===== config.mk =====
export PLATFORM = sky130hd
export DESIGN_NAME = vga_sync_gen
export DESIGN_NICKNAME = d
export VERILOG_FILES = /design/src/rtl/vga_timing_pkg.sv /design/src/rtl/vga_axis_counter.sv /design/src/rtl/vga_sync_gen.sv
export SDC_FILE = /design/constraint.sdc
export NUM_CORES = 1
export LEC_CHECK = 0
export CORE_ASPECT_RATIO = 2
export CORE_UTILIZATION = 50
export CTS_BUF_LIST = sky130_fd_sc_hd__clkbuf_4
export DETAILED_ROUTE_END_ITERATION = 10
export MAX_ROUTING_LAYER = met4
export PLACE_DENSITY = 0.76
export SYNTH_ARGS = -nofsm -noshare
export SYNTH_HDL_FRONTEND = slang
export SYNTH_SLANG_ARGS = --single-unit

===== constraint.sdc =====
create_clock -name VGA_CLK -period 3.7 [get_ports VGA_CLK]
set_input_delay 0.555 -clock VGA_CLK [delete_from_list [all_inputs] [get_ports VGA_CLK]]
set_output_delay 0.555 -clock VGA_CLK [all_outputs]
set_load 0.01 [all_outputs]

===== src/rtl/vga_timing_pkg.sv =====
// Shared VGA timing constants (640x480@60 defaults) and the RGB332 field widths
// used by the colour stage downstream.
package vga_timing_pkg;

    localparam int unsigned H_ACTIVE_DEF = 640;
    localparam int unsigned H_FP_DEF     = 16;
    localparam int unsigned H_SYNC_DEF   = 96;
    localparam int unsigned H_BP_DEF     = 48;
    localparam int unsigned V_ACTIVE_DEF = 480;
    localparam int unsigned V_FP_DEF     = 10;
    localparam int unsigned V_SYNC_DEF   = 2;
    localparam int unsigned V_BP_DEF     = 33;

    localparam int unsigned H_TOTAL_DEF = H_ACTIVE_DEF + H_FP_DEF + H_SYNC_DEF + H_BP_DEF;
    localparam int unsigned V_TOTAL_DEF = V_ACTIVE_DEF + V_FP_DEF + V_SYNC_DEF + V_BP_DEF;

    // Counters are 10 bits wide, so neither axis may exceed 1024 positions.
    localparam int unsigned CNT_W     = 10;
    localparam int unsigned MAX_TOTAL = 1024;

    localparam int unsigned RGB_R_W = 3;
    localparam int unsigned RGB_G_W = 3;
    localparam int unsigned RGB_B_W = 2;

    typedef logic [CNT_W-1:0] cnt_t;
    typedef logic [CNT_W:0]   cmp_t;

endpackage


===== src/rtl/vga_axis_counter.sv =====
// One timing axis: a wrapping position counter plus look-ahead active/sync
// decodes of the value it will hold after the next clock.
module vga_axis_counter
    import vga_timing_pkg::*;
#(
    parameter int unsigned TOTAL      = H_TOTAL_DEF,
    parameter int unsigned ACTIVE     = H_ACTIVE_DEF,
    parameter int unsigned SYNC_START = H_ACTIVE_DEF + H_FP_DEF,
    parameter int unsigned SYNC_END   = H_ACTIVE_DEF + H_FP_DEF + H_SYNC_DEF,
    parameter bit          POL        = 1'b0
) (
    input  logic clk,
    input  logic rst_n,
    input  logic step,
    output cnt_t cnt,
    output cnt_t cnt_next,
    output logic wrap,
    output logic active_next,
    output logic sync_next
);

    localparam cnt_t LAST    = cnt_t'(TOTAL - 1);
    localparam cmp_t ACT_C   = cmp_t'(ACTIVE);
    localparam cmp_t SSTRT_C = cmp_t'(SYNC_START);
    localparam cmp_t SEND_C  = cmp_t'(SYNC_END);

    cnt_t cnt_q;
    cnt_t cnt_d;
    cmp_t cnt_ext;

    always_comb begin
        wrap  = step && (cnt_q == LAST);
        cnt_d = cnt_q;
        if (step) begin
            cnt_d = wrap ? '0 : cnt_q + 1'b1;
        end
        // One extra bit so a sync end equal to 1024 still compares correctly.
        cnt_ext     = {1'b0, cnt_d};
        active_next = (cnt_ext < ACT_C);
        sync_next   = ((cnt_ext >= SSTRT_C) && (cnt_ext < SEND_C)) ? POL : ~POL;
    end

    // Parked on the last position so the first clock after reset lands on 0.
    always_ff @(posedge clk or negedge rst_n) begin
        if (!rst_n) begin
            cnt_q <= LAST;
        end else begin
            cnt_q <= cnt_d;
        end
    end

    assign cnt      = cnt_q;
    assign cnt_next = cnt_d;

endmodule


===== src/rtl/vga_sync_gen.sv =====
// Free-running VGA timing generator: registered coordinates, active qualifier,
// sync pulses, line/frame strobes and a wrapping frame counter.
module vga_sync_gen
    import vga_timing_pkg::*;
#(
    parameter int unsigned H_ACTIVE = H_ACTIVE_DEF,
    parameter int unsigned H_FP     = H_FP_DEF,
    parameter int unsigned H_SYNC   = H_SYNC_DEF,
    parameter int unsigned H_BP     = H_BP_DEF,
    parameter int unsigned V_ACTIVE = V_ACTIVE_DEF,
    parameter int unsigned V_FP     = V_FP_DEF,
    parameter int unsigned V_SYNC   = V_SYNC_DEF,
    parameter int unsigned V_BP     = V_BP_DEF,
    parameter bit          HS_POL   = 1'b0,
    parameter bit          VS_POL   = 1'b0
) (
    input  logic       VGA_CLK,
    input  logic       RST_N,
    output logic [9:0] X,
    output logic [9:0] Y,
    output logic       valid,
    output logic       VGA_HS,
    output logic       VGA_VS,
    output logic       line_start,
    output logic       frame_start,
    output logic [7:0] frame_cnt
);

    localparam int unsigned H_TOTAL = H_ACTIVE + H_FP + H_SYNC + H_BP;
    localparam int unsigned V_TOTAL = V_ACTIVE + V_FP + V_SYNC + V_BP;
    localparam cnt_t H_LAST = cnt_t'(H_TOTAL - 1);
    localparam cnt_t V_LAST = cnt_t'(V_TOTAL - 1);

    if (H_TOTAL > MAX_TOTAL || V_TOTAL > MAX_TOTAL) begin : g_bad_total
        $error("vga_sync_gen: H_TOTAL/V_TOTAL must not exceed 1024");
    end

    cnt_t h_cnt, h_next, v_cnt, v_next;
    logic h_wrap, h_act, h_sync;
    logic v_wrap, v_act, v_sync;

    vga_axis_counter #(
        .TOTAL(H_TOTAL), .ACTIVE(H_ACTIVE),
        .SYNC_START(H_ACTIVE + H_FP), .SYNC_END(H_ACTIVE + H_FP + H_SYNC), .POL(HS_POL)
    ) u_h (
        .clk(VGA_CLK), .rst_n(RST_N), .step(1'b1),
        .cnt(h_cnt), .cnt_next(h_next), .wrap(h_wrap),
        .active_next(h_act), .sync_next(h_sync)
    );

    vga_axis_counter #(
        .TOTAL(V_TOTAL), .ACTIVE(V_ACTIVE),
        .SYNC_START(V_ACTIVE + V_FP), .SYNC_END(V_ACTIVE + V_FP + V_SYNC), .POL(VS_POL)
    ) u_v (
        .clk(VGA_CLK), .rst_n(RST_N), .step(h_wrap),
        .cnt(v_cnt), .cnt_next(v_next), .wrap(v_wrap),
        .active_next(v_act), .sync_next(v_sync)
    );

    logic [9:0] x_q, x_d, y_q, y_d;
    logic       valid_q, valid_d, hs_q, hs_d, vs_q, vs_d;
    logic       ls_q, ls_d, fs_q, fs_d, started_q, started_d;
    logic [7:0] fcnt_q, fcnt_d;

    // Outputs decode the next counter values so the flops line up with h/v.
    always_comb begin
        valid_d   = h_act && v_act;
        x_d       = valid_d ? h_next : '0;
        y_d       = valid_d ? v_next : '0;
        hs_d      = h_sync;
        vs_d      = v_sync;
        ls_d      = (h_cnt == H_LAST);
        fs_d      = h_wrap && (v_cnt == V_LAST);
        started_d = started_q | fs_d;
        fcnt_d    = fcnt_q;
        // The first frame after reset is frame 0; later frame starts count up.
        if (v_wrap && started_q) begin
            fcnt_d = fcnt_q + 8'd1;
        end
    end

    always_ff @(posedge VGA_CLK or negedge RST_N) begin
        if (!RST_N) begin
            x_q       <= '0;
            y_q       <= '0;
            valid_q   <= 1'b0;
            hs_q      <= ~HS_POL;
            vs_q      <= ~VS_POL;
            ls_q      <= 1'b0;
            fs_q      <= 1'b0;
            started_q <= 1'b0;
            fcnt_q    <= '0;
        end else begin
            x_q       <= x_d;
            y_q       <= y_d;
            valid_q   <= valid_d;
            hs_q      <= hs_d;
            vs_q      <= vs_d;
            ls_q      <= ls_d;
            fs_q      <= fs_d;
            started_q <= started_d;
            fcnt_q    <= fcnt_d;
        end
    end

    assign X           = x_q;
    assign Y           = y_q;
    assign valid       = valid_q;
    assign VGA_HS      = hs_q;
    assign VGA_VS      = vs_q;
    assign line_start  = ls_q;
    assign frame_start = fs_q;
    assign frame_cnt   = fcnt_q;

endmodule


==> results by group <==
Setup path
  – Worst EP required: about 4.0 ns
  – R2R depth: 8
  – Crit path kind: reg2reg
  – Setup crit start kind: flip-flop
  – Critical Path Fanout Max: 17
  – Critical path's slowest cell: dfstp_2
  – Crit path DAT: 3.47 ns
  – CP Capture Type: flip-flop
  – Slowest Stage Delay on Critical Path: 0.61 ns
  – Crit-path cells: ha_1 > or3b_4 > or3_1 > clkinv_4 > o21a_1 > a2bb2oi_2 > o211ai_2 > and2b_1

Place
  – PortBufs: 34
  – Placed cell count: 307
  – Routability cong.: 0.885
  – DP Area: 2880 sq um
  – Dpl ws: 0.567 ns
  – HPWL Detailed: about 3.6 mm

Timing
  – Min Tclk post-route: 3.16 ns
  – Setup WS post-layout: 0.544 ns
  – Worst hold slack: 0.277 ns
  – Sum Neg Setup Slack: 0 ns
  – Fin. max-slew vios: 0
  – Fmax: 317 MHz
  – Endpoints failing setup: 0
  – Crit share post-route: 85.3%
  – Final Hold Fails: 0
  – Max_slew headroom: 38.6%
  – Worst-Margin Slew: about 0.92 ns
  – Clk_skew: 0.0139 ns
  – RSZ-0062 raised after global routing: false

Clocking
  – Reg clk slew, reported paths: ~0.15 ns
  – # Post-CTS Setup Buffers: 0
  – Clock Sinks: between 50 and 60
  – CTS tree: yes
  – H-tree depth: 2
  – CTS resizes: 0
  – CTS Root Cell: clkbuf_4
  – Clk_lat worst skew: 0.38 ns
  – Max clock buf depth: 2
  – Number of buffers created by CTS: 5
  – Hold Buf Count CTS: 0

Pwr
  – Comb power frac: 1.4%
  – PD cells: around 310 nW/um^2
  – Leakage dissipation: 1.30 nW
  – Switching pwr: 185 uW
  – Net switching fraction of the power: between 10% and 20%
  – Internal Pwr Total: roughly 740 uW
  – Sequential power share: around 64%
  – Max rail drop VDD: 0.212 mV
  – Total chip power: 930 uW
  – Clk pwr share: 35.0%

Layout
  – Fin util: 60.9%
  – Final Cell Area: 2960 sq um
  – Commonest non-fill, non-tap cell in the layout: dfrtp_1
  – NumNets Final: 263
  – Share of layout cells above drive strength 1: 15.9%
  – Layout area overhead: 17.0%
  – Diode count: 0
  – Final cell count without fillers: 315
  – Commonest cells after routing, fill and taps aside: 42 x dfrtp_1, 33 x clkdlybuf4s50_1, 19 x nor2_1

Run status
  – Status: finished clean

Global routing
  – Congestion Overflow GR: 0
  – Tot GR Track Use: roughly 21%
  – Initial antenna violation count: 0
  – Vias in the first global route: between 1500 and 2000
  – Pin count of the biggest net entering global routing: 44
  – First-pass GRT wire length: 7.76 mm

Routing
  – TritonRoute pass-1 iters: 4
  – Initial drt markers: 29
  – Routed wire length: ~4.8 mm
  – DR WL/cell: 15.2 um
  – Routed vias/inst: 5.61
  – Drc violations: 0
  – Via Count: 1766
  – Final antenna-violating net count: 0

Floorplanning
  – Die Height: 103 um
  – Die Footprint: 5370 sq um
  – # IOs: 35
  – Row Count: 36
  – Core area: 4860 sq um
  – Die X: 52.3 um
  – Initial core utilization: between 50% and 60%

Synth
  – Seq/Total Area, Yosys: 54.0%
  – Ys flop type: dfrtp_1
  – Synth warnings: 0
  – Syn nets: 230
  – Number of library cell types mapped by synthesis: 52
  – Post-Syn Area per Cell: 11.3 sq um
  – Cell Area, Synth: 2530 sq um
  – Synthesized instance count: 224
  – #FFs+latches synth: 54
  – Asr flop ratio synth: 100%
  – EDFF count, synth: 0

Flow run
  – MaxCap Viol Count: 0

Min path
  – Worst Hold Class: in2async
-- flip-flops by register name (all words and copies together), names as in the netlist, 8 cells and up --
name / count
X: 10
frame_cnt: 8
u_h.cnt: 10
u_v.cnt: 10
Y: 10
-- cells by family (layout without fill, tap and decap cells) --
kind of cell | after synthesis | in the layout | share of synthesized area (%)
xor+xnor | 17 | 17 | 5.88
buf+inv | 25 | 59 | 5.44
fa+ha+maj | 4 | 4 | 1.98
compound gates | 23 | 23 | 6.53
flops | 54 | 54 | 54.0
mux | 7 | 7 | 2.97
simple gates | 93 | 93 | 23.1
other cells | 1 | 1 | 0.148
-- power groups by stage --
stage               sequential, mW  combinational (mW)  clock [mW]
floorplan                    0.603           0.0000883           0
CTS                          0.592              0.0143       0.338
finish                       0.592              0.0133       0.325
global route                 0.592              0.0159       0.360
detailed placement           0.602              0.0143           0
global placement             0.602              0.0139           0
-- path summary, 6_finish.rpt --
path | from | to | slack (ns)
min | RST_N | frame_cnt[4] | 0.28
max | u_h.cnt[0] | Y[0] | 0.54
min in group VGA_CLK | frame_cnt[7] | frame_cnt[7] | 0.48
max reg2reg | u_h.cnt[0] | Y[0] | 0.54
max in group asynchronous | RST_N | u_h.cnt[9] | 2.63
min reg2reg | frame_cnt[7] | frame_cnt[7] | 0.48
-- per-layer routing --
layer  global-route usage, %  part of all wire, %  vias up
li1                        -                    -      844
met1                    21.3                   37      864
met2                    35.5                   56       39
met3                    3.83                  3.0       19
met4                    11.3                  4.2        0
met5                       -                    0        -
-- synthesized netlist by cell type, types with 3 or more instances --
cell type	instances	area, sq um
dfrtp_1	42	1050
and3_1	6	37.5
nand3_1	7	35.0
buf_6	5	56.3
nand4b_1	4	35.0
xor2_1	8	70.1
nor2_1	19	71.3
mux2i_1	3	30.0
nor3_2	3	30.0
nor2b_1	4	25.0
mux2_2	4	45.0
dfstp_2	12	315
a31oi_1	3	18.8
ha_1	4	50.1
nand4_1	8	50.1
inv_1	14	52.6
xnor2_1	9	78.8
and2b_1	4	30.0
o21ai_0	8	40.0
clkbuf_1	4	15.0
nand2_1	15	56.3
-- worst max-delay path: cells and delay by family, from the launching register on --
kind / cells / cell delay (ns)
adder cells (fa/ha/maj): 1 / 0.26
flip-flops: 1 / 0.61
buffers and inverters: 1 / 0.19
AND/OR/NAND/NOR: 3 / 1.26
AO/OA/AOI/OAI: 3 / 0.77
-- layout make-up --
class / count / area [sq um]
fill: 385 / 1900
tap: 57 / 71.3
sequential: 54 / 1370
clock buffer: 6 / 45.0
clock inverter: 2 / 38.8
inverter: 15 / 61.3
multi-input combinational: 145 / 1030
timing repair buffer: 36 / 350
Power figures use the tool's default switching activity.
